`config.mk`:
```
export PLATFORM = sky130hd
export DESIGN_NAME = ctrl_trace_encoder
export DESIGN_NICKNAME = d
export VERILOG_FILES = /design/src/rtl/ctrl_trace_encoder.sv
export SDC_FILE = /design/constraint.sdc
export NUM_CORES = 1
export LEC_CHECK = 0
export ABC_AREA = 1
export CORE_ASPECT_RATIO = 1.4
export CORE_MARGIN = 2
export CORE_UTILIZATION = 43
export CTS_BUF_LIST = sky130_fd_sc_hd__clkbuf_4 sky130_fd_sc_hd__clkbuf_8
export CTS_CLUSTER_SIZE = 24
export DETAILED_ROUTE_END_ITERATION = 10
export PLACE_DENSITY = 0.73
export SYNTH_ARGS = -nofsm -noshare
export SYNTH_HDL_FRONTEND = slang
export SYNTH_SLANG_ARGS = --single-unit
```
`constraint.sdc`:
```
create_clock -name clk -period 4.83 [get_ports clk]
set_clock_uncertainty 0.1 [all_clocks]
set_input_delay 1.2075 -clock clk [delete_from_list [all_inputs] [get_ports clk]]
set_output_delay 1.2075 -clock clk [all_outputs]
set_load 0.01 [all_outputs]
```
`src/rtl/ctrl_trace_encoder.sv`:
```
// Trace encoder: re-encodes each retired control bundle into its MIPS opcode,
// flags bundles the decoder cannot produce, and queues {opcode, illegal, pc} records.
module ctrl_trace_encoder #(
    parameter int DEPTH = 8,
    parameter int CNTW  = 8
) (
    input  logic                     clk,
    input  logic                     rst,
    input  logic                     in_valid,
    input  logic [31:0]              in_pc,
    input  logic                     RegDst,
    input  logic                     Jump,
    input  logic                     beq,
    input  logic                     bne,
    input  logic                     MemRead,
    input  logic                     MemtoReg,
    input  logic                     MemWrite,
    input  logic                     ALUSrc,
    input  logic                     RegWrite,
    input  logic [1:0]               aluop,
    output logic                     out_valid,
    input  logic                     out_ready,
    output logic [5:0]               out_opcode,
    output logic [31:0]              out_pc,
    output logic                     out_illegal,
    output logic [$clog2(DEPTH):0]   count,
    output logic                     overflow,
    output logic [CNTW-1:0]          drop_cnt
);

    localparam int AW = $clog2(DEPTH);
    localparam logic [AW:0] FULL_COUNT = (AW+1)'(DEPTH);
    localparam int RW = 39;

    logic [10:0]   key;
    logic [5:0]    enc_opcode;
    logic          enc_illegal;

    logic          s1_valid;
    logic [5:0]    s1_opcode;
    logic          s1_illegal;
    logic [31:0]   s1_pc;

    logic [RW-1:0] mem [DEPTH];
    logic [AW-1:0] wr_ptr;
    logic [AW-1:0] rd_ptr;
    logic          full;
    logic          push;
    logic          pop;
    logic          drop;
    logic [RW-1:0] head;

    assign key = {RegDst, Jump, beq, bne, MemRead, MemtoReg, MemWrite,
                  ALUSrc, RegWrite, aluop};

    // Exact match only: any bundle outside the decoder's eight outputs is illegal.
    always_comb begin
        enc_opcode  = 6'b111111;
        enc_illegal = 1'b0;
        case (key)
            11'b00001101100: enc_opcode = 6'b100011;
            11'b00000011000: enc_opcode = 6'b101011;
            11'b10000000110: enc_opcode = 6'b000000;
            11'b00000001100: enc_opcode = 6'b001000;
            11'b00000001111: enc_opcode = 6'b001100;
            11'b10100000001: enc_opcode = 6'b000100;
            11'b10010000001: enc_opcode = 6'b000101;
            11'b11000000010: enc_opcode = 6'b000010;
            default:         enc_illegal = 1'b1;
        endcase
    end

    always_ff @(posedge clk) begin
        if (rst) begin
            s1_valid   <= 1'b0;
            s1_opcode  <= 6'b0;
            s1_illegal <= 1'b0;
            s1_pc      <= 32'b0;
        end else begin
            s1_valid <= in_valid;
            if (in_valid) begin
                s1_opcode  <= enc_opcode;
                s1_illegal <= enc_illegal;
                s1_pc      <= in_pc;
            end
        end
    end

    assign full      = (count == FULL_COUNT);
    assign out_valid = (count != '0);
    assign pop       = out_valid && out_ready;
    assign push      = s1_valid && (!full || pop);
    assign drop      = s1_valid && full && !pop;

    always_ff @(posedge clk) begin
        if (push) begin
            mem[wr_ptr] <= {s1_illegal, s1_opcode, s1_pc};
        end
    end

    // Pointers wrap naturally because DEPTH is a power of two.
    always_ff @(posedge clk) begin
        if (rst) begin
            wr_ptr <= '0;
            rd_ptr <= '0;
            count  <= '0;
        end else begin
            if (push) begin
                wr_ptr <= wr_ptr + AW'(1);
            end
            if (pop) begin
                rd_ptr <= rd_ptr + AW'(1);
            end
            if (push && !pop) begin
                count <= count + (AW+1)'(1);
            end else if (pop && !push) begin
                count <= count - (AW+1)'(1);
            end
        end
    end

    always_ff @(posedge clk) begin
        if (rst) begin
            overflow <= 1'b0;
            drop_cnt <= '0;
        end else if (drop) begin
            overflow <= 1'b1;
            if (drop_cnt != {CNTW{1'b1}}) begin
                drop_cnt <= drop_cnt + CNTW'(1);
            end
        end
    end

    assign head        = mem[rd_ptr];
    assign out_illegal = out_valid ? head[RW-1]     : 1'b0;
    assign out_opcode  = out_valid ? head[RW-2:32]  : 6'b0;
    assign out_pc      = out_valid ? head[31:0]     : 32'b0;

endmodule

```
==> results.txt <==
The initial antenna violation count came out at 1. The type of element capturing the critical path is a primary output. The hold buffer count at CTS came out at 0.

TritonCTS built the clock tree. The synthesized cell area is 14500 um^2. Summed over all instances, the cell type with the most area after synthesis is sky130_fd_sc_hd__edfxtp_1. By startpoint and endpoint, the worst setup path is classified as reg2out. The most critical setup path has its endpoint at out_pc[11]. The required time of the critical path is 3520 ps. The post-route fraction of the period consumed by the critical path is 92.50%.

In this run the power density over the cells is 510.5 nW/um^2. The number of buffers added for setup after CTS came out at 0. The power consumption is 8.760 mW.

At the pin with the least slew margin, the transition time is 1019 ps. The headroom to the max-slew limit is 31.99%. Counting instances in the post-synthesis netlist gives the leading cell types as sky130_fd_sc_hd__nor2_1, sky130_fd_sc_hd__edfxtp_1, sky130_fd_sc_hd__o21ai_0. The largest fanout of any net on the critical path is 108. Among all cell types in the netlist, the one instantiated most often is sky130_fd_sc_hd__nor2_1. The count of final max-slew check failures came out at 0. The number of placement rows is 79.

The global-route wire length before repair is 51540 um. Sequential cells were found to cover 71.39% of the synthesized design area. The TritonCTS sink count is 365. Sorting the synthesized cells by area gives the leading types as sky130_fd_sc_hd__edfxtp_1, sky130_fd_sc_hd__nor2_1, sky130_fd_sc_hd__dfxtp_1. Of the cells placed in the final design, the portion with a size suffix greater than 1 is 10.38%. The effective utilization at floorplan came out at 43.65%. After detailed routing, the number of remaining DRC violations is 0. The min-delay analysis places its worst path in the category reg2reg. In this run, synthesis inferred 304 flip-flops with an integrated enable.

The tree is rooted in a sky130_fd_sc_hd__clkbuf_8. The pin count of the biggest net entering global routing is 109. The worst hold margin is 387.1 ps. The number of H-tree levels is 2.

The area overhead of the layout relative to synthesis came out at 18.37%. The clock tree buffer depth is 3. The number of nets with antenna violations after detailed routing is 0.

The synthesized design devotes to its leading area cell type 62.97% of total area. In the global route stage, overall resource usage came out at 18.57%. At the end of routability-driven placement, the weighted congestion stood at 0.8487.

STA classifies the critical path startpoint as a flop. The total wire length came out at 33400 um. Based on the critical path, the design can be clocked at up to 223.8 MHz.

The violation count after the first detailed-route iteration is 914. The worst reg-to-reg path cell count came out at 16. The number of flip-flops and latches in the synthesized netlist came out at 365.

Yosys printed 0 warnings. Among all flip-flop cells after synthesis, the most frequent one is sky130_fd_sc_hd__edfxtp_1. The number of different library cells used by synthesis comes to 32. The via count normalized by instance count came out at 5.272. The source-to-sink clock delay at the later pin of the worst-skew pair came out at 610 ps. Across the run, the number of max-cap violations was 0. In the synthesized netlist the async set-or-reset flop fraction comes to 0%. The area of all placed cells without fillers is 17160 um^2. The vias after detailed routing came out at 9763. The number of nets handed over by synthesis was 1309. Once layout is complete, the cells apart from fillers number 1852. Counting the buffers created by CTS gives 54. The cell area reported after detailed placement is 15940 um^2. Once detailed placement completed, the half-perimeter wirelength came to 18200 um. The static power due to leakage is 6.015 nW. In this run the critical register-to-register path is launched from count[1]$_SDFFE_PP0P_. At the worst endpoint, the arrival time is 3160 ps.

The worst reg2reg path endpoint is count[3]$_SDFFE_PP0P_. The total of buffers placed on input and output ports is 99. In this run, placement finished with an instance count of 1749. The worst-case IR drop observed on VDD is 0.0003836 V.

Across all register-to-register paths, the minimum setup slack is 1920 ps. The number of endpoints with negative hold slack in the final report came out at 0. The total core area is 33210 um^2. After clock tree synthesis, the clock-pin slew on the worst setup and hold paths is 60 ps. In this run the vertical extent of the chip is 221.3 um.

The minimum clock period after layout is 4468 ps. The boundary pin count is 100. The flow ran to the end, and the final reports show no timing, DRC or antenna violations.

In the final routed layout, each cell accounts on average for 18.03 um. Setup repair after global routing left no endpoint under its margin. Once the clock tree was built, the resizer swapped 0 gates to a different size. The final total negative setup slack is 0 ps.

The number of global-route vias before repair came out at 9702. The x dimension of the die came out at 159.2 um. The total global routing overflow came out at 0.

After the last flow step, the layout net total stands at 1414. Each instance of the synthesized netlist takes up on average 11.55 um^2. The floorplan step defined a die boundary enclosing 35220 um^2. Setup violations remaining at the end of the flow were counted as 0. The synthesized netlist cell count is 1255. The first-pass iteration count of the detailed router came out at 7.
==> stage by stage <==
stage / setup WS [ps] / util (%)
6_report: 362.3 / 51.67
5_1_grt: 194.7 / 51.66
4_1_cts: 338.5 / 51.66
3_5_place_dp: 1035 / 48.00
3_3_place_gp: 1052 / 48.00
2_1_floorplan: 1036 / -
==> final cells by class <==
cell class	count	area (um^2)
Fill cell	2873	16050
Sequential cell	365	10350
Multi-Input combinational cell	772	3626
Timing Repair Buffer	124	1236
Clock buffer	80	982.2
Tap cell	445	556.8
Clock inverter	22	232.7
Inverter	43	168.9
Antenna cell	1	2.502
==> critical path, cell delays in order (launching register included) <==
cell and delay, ps:
sky130_fd_sc_hd__dfxtp_4 470, sky130_fd_sc_hd__inv_6 580, sky130_fd_sc_hd__buf_12 260, sky130_fd_sc_hd__nor2_1 60, sky130_fd_sc_hd__o22ai_1 190, sky130_fd_sc_hd__o21ai_1 80, sky130_fd_sc_hd__a31oi_1 230, sky130_fd_sc_hd__clkdlybuf4s50_1 580
==> logic make-up after synthesis <==
| family | after synthesis | synth area share, % |
|---|---|---|
| AND/OR/NAND/NOR | 435 | 11.63 |
| buffers and inverters | 118 | 4.048 |
| XOR/XNOR | 6 | 0.3625 |
| flip-flops | 365 | 71.39 |
| AO/OA/AOI/OAI | 324 | 11.92 |
| adder cells (fa/ha/maj) | 7 | 0.6559 |
==> worst min path at each step <==
stage          depth (start not counted)                endpoint                   start  slack [ps]
2_1_floorplan                          2                    flop  rd_ptr[2]$_SDFFE_PP0N_         330
3_3_place_gp                           2  rd_ptr[2]$_SDFFE_PP0N_  rd_ptr[2]$_SDFFE_PP0N_         340
3_5_place_dp                           2                    flop  rd_ptr[2]$_SDFFE_PP0N_         370
4_1_cts                                2                    flop  rd_ptr[2]$_SDFFE_PP0N_         380
5_1_grt                                2                    flop  rd_ptr[2]$_SDFFE_PP0N_         410
6_report                               2                    flop  rd_ptr[2]$_SDFFE_PP0N_         390
==> registers in the layout (all words and copies together), names as in the netlist, named ones only <==
register	flops
count	4
drop_cnt	8
mem	304
overflow	1
rd_ptr	3
s1_opcode	6
s1_pc	32
s1_valid	1
wr_ptr	3
==> power by group <==
group	switching, mW	total [mW]	internal [mW]
clock	1.18	2.72	1.54
combinational	1.37	2.36	0.993
sequential	0.154	3.68	3.53
==> per-layer routing <==
metal	vias to the layer above	track usage [%]	part of all wire, %	wire, um
li1	4666	-	-	-
met1	4725	21.55	40	13340
met2	311	33.84	52	17380
met3	59	3.430	5.5	1849
met4	2	7.302	2.5	819
met5	-	0	0.033	11
==> placed cells by master (no fill, tap or decap), types with 2 or more instances in the layout <==
cell | synthesis | final
sky130_fd_sc_hd__a21oi_1 | 15 | 15
sky130_fd_sc_hd__a31oi_1 | 38 | 38
sky130_fd_sc_hd__buf_12 | 1 | 5
sky130_fd_sc_hd__buf_4 | 16 | 20
sky130_fd_sc_hd__bufinv_16 | 0 | 4
sky130_fd_sc_hd__clkbuf_4 | 0 | 19
sky130_fd_sc_hd__clkbuf_8 | 0 | 61
sky130_fd_sc_hd__clkdlybuf4s50_1 | 0 | 98
sky130_fd_sc_hd__clkinv_1 | 0 | 4
sky130_fd_sc_hd__clkinv_2 | 0 | 9
sky130_fd_sc_hd__dfxtp_1 | 61 | 59
sky130_fd_sc_hd__edfxtp_1 | 304 | 304
sky130_fd_sc_hd__ha_1 | 6 | 6
sky130_fd_sc_hd__inv_1 | 40 | 38
sky130_fd_sc_hd__inv_2 | 1 | 3
sky130_fd_sc_hd__inv_6 | 1 | 2
sky130_fd_sc_hd__nand2_1 | 58 | 58
sky130_fd_sc_hd__nand2_2 | 2 | 2
sky130_fd_sc_hd__nand3_1 | 21 | 20
sky130_fd_sc_hd__nor2_1 | 347 | 339
sky130_fd_sc_hd__nor2_2 | 2 | 2
sky130_fd_sc_hd__nor2_4 | 0 | 8
sky130_fd_sc_hd__nor3_1 | 2 | 2
sky130_fd_sc_hd__o21ai_0 | 154 | 154
sky130_fd_sc_hd__o21ai_1 | 78 | 78
sky130_fd_sc_hd__o22ai_1 | 38 | 38
sky130_fd_sc_hd__xnor2_1 | 2 | 2
sky130_fd_sc_hd__xor2_1 | 4 | 4
No activity file was read; power rests on OpenSTA's default activity.
